`src/rtl/ip_tile_host_ctrl.sv`:
```
// ============================================================================
// ip_tile_host_ctrl : host-side initiator for the IP-tile CSR/data interface
// Optional watchdog: define IP_TILE_HOST_TIMEOUT_EN.       Revision: 1.0
// ============================================================================
`default_nettype none

module ip_tile_host_ctrl #(
  parameter int CSR_IN_WIDTH   = 16,
  parameter int CSR_OUT_WIDTH  = 16,
  parameter int REG_WIDTH      = 32,
  parameter int TIMEOUT_CYCLES = 1024
) (
  input  logic                     clk,
  input  logic                     arst_n,
  input  logic                     cmd_valid,
  output logic                     cmd_ready,
  input  logic [CSR_IN_WIDTH-1:0]  cmd_csr,
  input  logic [REG_WIDTH-1:0]     cmd_a,
  input  logic [REG_WIDTH-1:0]     cmd_b,
  output logic                     rsp_valid,
  input  logic                     rsp_ready,
  output logic [CSR_OUT_WIDTH-1:0] rsp_csr,
  output logic [REG_WIDTH-1:0]     rsp_c,
  output logic                     rsp_err,
  output logic                     busy,
  output logic [CSR_IN_WIDTH-1:0]  csr_in,
  input  logic                     csr_in_re,
  output logic [REG_WIDTH-1:0]     data_reg_a,
  output logic [REG_WIDTH-1:0]     data_reg_b,
  input  logic [CSR_OUT_WIDTH-1:0] csr_out,
  input  logic                     csr_out_we,
  input  logic [REG_WIDTH-1:0]     data_reg_c
);

  typedef enum logic [1:0] {
    S_IDLE     = 2'd0,
    S_ISSUE    = 2'd1,
    S_WAIT_OUT = 2'd2,
    S_RESP     = 2'd3
  } state_e;

  localparam logic [CSR_IN_WIDTH-1:0] C_GO_MASK = {1'b1, {(CSR_IN_WIDTH-1){1'b0}}};

  state_e                   state_q;
  logic [CSR_IN_WIDTH-1:0]  csr_in_q;
  logic [REG_WIDTH-1:0]     reg_a_q;
  logic [REG_WIDTH-1:0]     reg_b_q;
  logic [CSR_OUT_WIDTH-1:0] rsp_csr_q;
  logic [REG_WIDTH-1:0]     rsp_c_q;
  logic                     rsp_err_q;
  logic                     timeout_hit;

`ifdef IP_TILE_HOST_TIMEOUT_EN
  localparam int CNT_W = $clog2(TIMEOUT_CYCLES + 1);
  logic [CNT_W-1:0] cnt_q;

  // Counter sits at zero in IDLE, so it is clear on the first ISSUE cycle.
  always_ff @(posedge clk) begin
    if (!arst_n) begin
      cnt_q <= '0;
    end else if (state_q == S_ISSUE || state_q == S_WAIT_OUT) begin
      cnt_q <= cnt_q + 1'b1;
    end else begin
      cnt_q <= '0;
    end
  end

  assign timeout_hit = (cnt_q == CNT_W'(TIMEOUT_CYCLES - 1));
`else
  assign timeout_hit = 1'b0;
`endif

  always_ff @(posedge clk) begin
    if (!arst_n) begin
      state_q   <= S_IDLE;
      csr_in_q  <= '0;
      reg_a_q   <= '0;
      reg_b_q   <= '0;
      rsp_csr_q <= '0;
      rsp_c_q   <= '0;
      rsp_err_q <= 1'b0;
    end else begin
      case (state_q)
        S_IDLE: begin
          if (cmd_valid) begin
            csr_in_q <= cmd_csr | C_GO_MASK;
            reg_a_q  <= cmd_a;
            reg_b_q  <= cmd_b;
            state_q  <= S_ISSUE;
          end
        end
        S_ISSUE: begin
          // A tile strobe always beats a watchdog expiry in the same cycle.
          if (csr_in_re) begin
            csr_in_q <= '0;
            if (csr_out_we) begin
              rsp_csr_q <= csr_out;
              rsp_c_q   <= data_reg_c;
              rsp_err_q <= 1'b0;
              state_q   <= S_RESP;
            end else begin
              state_q <= S_WAIT_OUT;
            end
          end else if (timeout_hit) begin
            csr_in_q  <= '0;
            rsp_csr_q <= '0;
            rsp_c_q   <= '0;
            rsp_err_q <= 1'b1;
            state_q   <= S_RESP;
          end
        end
        S_WAIT_OUT: begin
          if (csr_out_we) begin
            rsp_csr_q <= csr_out;
            rsp_c_q   <= data_reg_c;
            rsp_err_q <= 1'b0;
            state_q   <= S_RESP;
          end else if (timeout_hit) begin
            csr_in_q  <= '0;
            rsp_csr_q <= '0;
            rsp_c_q   <= '0;
            rsp_err_q <= 1'b1;
            state_q   <= S_RESP;
          end
        end
        S_RESP: begin
          if (rsp_ready) begin
            reg_a_q   <= '0;
            reg_b_q   <= '0;
            rsp_err_q <= 1'b0;
            state_q   <= S_IDLE;
          end
        end
        default: state_q <= S_IDLE;
      endcase
    end
  end

  assign cmd_ready  = (state_q == S_IDLE) && arst_n;
  assign busy       = (state_q != S_IDLE);
  assign rsp_valid  = (state_q == S_RESP);
  assign rsp_csr    = rsp_csr_q;
  assign rsp_c      = rsp_c_q;
  assign rsp_err    = rsp_err_q;
  assign csr_in     = csr_in_q;
  assign data_reg_a = reg_a_q;
  assign data_reg_b = reg_b_q;

endmodule

`default_nettype wire

```
`config.mk`:
```
export PLATFORM = sky130hd
export DESIGN_NAME = ip_tile_host_ctrl
export DESIGN_NICKNAME = d
export VERILOG_FILES = /design/src/rtl/ip_tile_host_ctrl.sv
export SDC_FILE = /design/constraint.sdc
export NUM_CORES = 1
export LEC_CHECK = 0
export CORE_UTILIZATION = 39
export CTS_BUF_LIST = sky130_fd_sc_hd__clkbuf_8
export DETAILED_ROUTE_END_ITERATION = 12
export GPL_TIMING_DRIVEN = 0
export PLACE_DENSITY = 0.83
export REMOVE_ABC_BUFFERS = 1
export SYNTH_ARGS = -nofsm -noshare
export SYNTH_HDL_FRONTEND = slang
export SYNTH_SLANG_ARGS = --single-unit
```
`constraint.sdc`:
```
create_clock -name clk -period 3.2 [get_ports clk]
set_input_delay 0.32 -clock clk [delete_from_list [all_inputs] [get_ports clk]]
set_output_delay 0.32 -clock clk [all_outputs]
set_load 0.02 [all_outputs]
```
==> results.json <==
{
  "seq_area_frac_synth_pct": 52.3,
  "synth-main-ff-cell": "dfxtp_1",
  "cts.sinks": 130,
  "post_drt_wl_per_cell_um": 15.7,
  "first_pass_iters": 5,
  "final.min_clock_period_ns": 2.87,
  "clock_latency_ns": 0.44,
  "post_cts_buffers": 0,
  "grt_first_pass_wirelength_mm": 23.8,
  "io_pins": 266,
  "numPortBuffers": 263,
  "synthesis.area_sq_um": 4980,
  "diodes": 0,
  "pre_cts_ws_ns": 0.413,
  "routed_via_density": 5.17,
  "globalplace.congestion": 0.754,
  "area_delta_synth_final_pct": 63.0,
  "synth_seq_cells": 130,
  "ctsResizeCount": 0,
  "synth.avg_cell_area_sq_um": 8.51,
  "worstMarginPinSlew_ns": 1.05,
  "report.final.setup_viol": 0,
  "hpwl_mm": 10.7,
  "required_ns": 2.88,
  "synth.area.top_cells": "dfxtp_1 (52%), nand2_1 (12%), a21oi_1 (11%)",
  "antenna_found_initial": 0,
  "arrival_ns": 2.55,
  "drv_cap": 0,
  "status": "complete, no violations",
  "fp-row-count": 40,
  "crit_fanout": 67,
  "hold_violations": 0,
  "fin_crit_sh_pct": 89.6,
  "ys_top_cells_by_count": "nand2_1 (161), dfxtp_1 (130), a21oi_1 (114)",
  "grt_usage_pct": 23.1,
  "cts_buffer_depth": 2,
  "fin_ws_ns": 0.334,
  "fp.dieArea_sq_um": 13200,
  "hold_class": "input port to flop",
  "maxSlewViolCount": 0,
  "ff2ff_setup_slack_ns": 0.60,
  "endpoint_kind": "output port",
  "cts_buffers": 17,
  "peakVddDrop_uv": 421,
  "detail-route-antenna-nets": 0,
  "placed_cells": 966,
  "async_reset_ff_share_pct": 0,
  "synth_top_area_share_pct": 52.3,
  "h-tree-depth": 4,
  "start_util_pct": 40.8,
  "grt_pass1_vias": 4946,
  "grt_max_degree": 132,
  "num_vias": 5143,
  "die_x_um": 115,
  "ys_warn_count": 0,
  "drive_above_1_share_pct": 4.72,
  "drc_errors": 0,
  "yosysMostFrequentCell": "nand2_1",
  "synth.distinct_cells": 26,
  "grt_overflow": 0,
  "first_iter_violations": 400,
  "multiInputGateArea_sq_um": 2140,
  "postCtsHoldBufs": 0,
  "cellPowerDensity_nw_per_um2": 751,
  "cts_tree": "yes",
  "skew_ns": 0.00794,
  "routed_wl_mm": 15.6,
  "critPathLaunchType": "flop",
  "fmax_mhz": 349,
  "path_clk_slew_ns": 0.07,
  "clockRootBuffer": "clkbuf_8",
  "fin_hold_ws_ns": 0.383,
  "fin_nets": 957,
  "synth_edf_count": 0,
  "seq_area_sq_um": 2600,
  "finalSetupTns_ns": 0,
  "synth_top_cell_by_area": "dfxtp_1",
  "fillCellCount": 962,
  "final_cells": 994,
  "fp.dieH_um": 115,
  "slew_headroom_pct": 30.2,
  "rsz0062_at_grt": "no",
  "p_leak_nw": 2.81,
  "core_area_sq_um": 12200,
  "crit_type": "flop to output port",
  "synthCells": 585
}
## area by class of cell
type	instances	area share (%)
Timing Repair Buffer	268	33.8
Sequential cell	130	32.1
Multi-Input combinational cell	395	26.3
Clock buffer	21	3.56
Tap cell	168	2.59
Clock inverter	7	1.36
Inverter	5	0.293
## through the flow
stage,power (mW),util [%],area [sq um]
floorplan,3.41,-,4730
global placement,4.43,62.0,7580
detailed placement,4.71,63.2,7720
CTS,6.14,66.5,8120
global route,6.42,66.5,8120
finish,6.10,66.5,8120
## power by group
group / internal, mW / leakage (nW) / switching, mW / total (mW)
clock network: 0.829 / 0.208 / 0.595 / 1.42
registers: 1.92 / 1.06 / 0.162 / 2.08
logic: 1.15 / 1.54 / 1.44 / 2.59
## critical path, stage by stage, from the launching register on
cell and delay (ns):
dfxtp_1 0.42, ha_2 0.90, clkdlybuf4s50_1 0.77
## flip-flops by register name, summed over array words and instances (netlist names)
register    flops
data_reg_b     32
state_q         2
data_reg_a     32
csr_in         16
rsp_c          32
rsp_csr        16
## final timing paths
kind | end | cells past startpoint | from
max | rsp_valid | 2 | state_q[0]
min reg2reg | data_reg_b[10] | 2 | data_reg_b[10]
max reg2reg | data_reg_b[12] | 9 | state_q[0]
min | data_reg_b[30] | 3 | cmd_valid
## logic make-up (layout without fill, tap and decap cells)
kind of cell,count (synthesis),in the layout,synth area share [%]
multiplexers,1,1,0.201
AND/OR/NAND/NOR,252,252,25.9
flip-flops,130,130,52.3
AO/OA/AOI/OAI,135,135,14.8
adder cells (fa/ha/maj),6,6,1.51
other,1,1,0.0753
buffers and inverters,60,301,5.30
## cells in the final DEF, fill, tap and decap left out, drive strengths merged
cell type	count
a21oi	114
a22oi	15
and2	2
and2b	1
buf	6
bufinv	3
clkbuf	21
clkdlybuf4s50	262
clkinv	2
clkinvlp	1
conb	1
dfxtp	130
ha	6
inv	6
mux2i	1
nand2	161
nand2b	3
nand4b	64
nor2	18
nor2b	2
nor3	1
o2111ai	1
o211ai	1
o21a	1
o21ai	2
o32ai	1
## routing by layer
| metal | vias to the layer above | global-route usage, % | routed length [um] |
|---|---|---|---|
| met5 | - | 0 | 0 |
| met4 | 0 | 11.6 | 393 |
| met3 | 36 | 9.86 | 1750 |
| met2 | 266 | 39.1 | 7640 |
| met1 | 2380 | 24.7 | 5790 |
| li1 | 2461 | - | - |
Note: power is estimated with default switching activity, not from simulation.
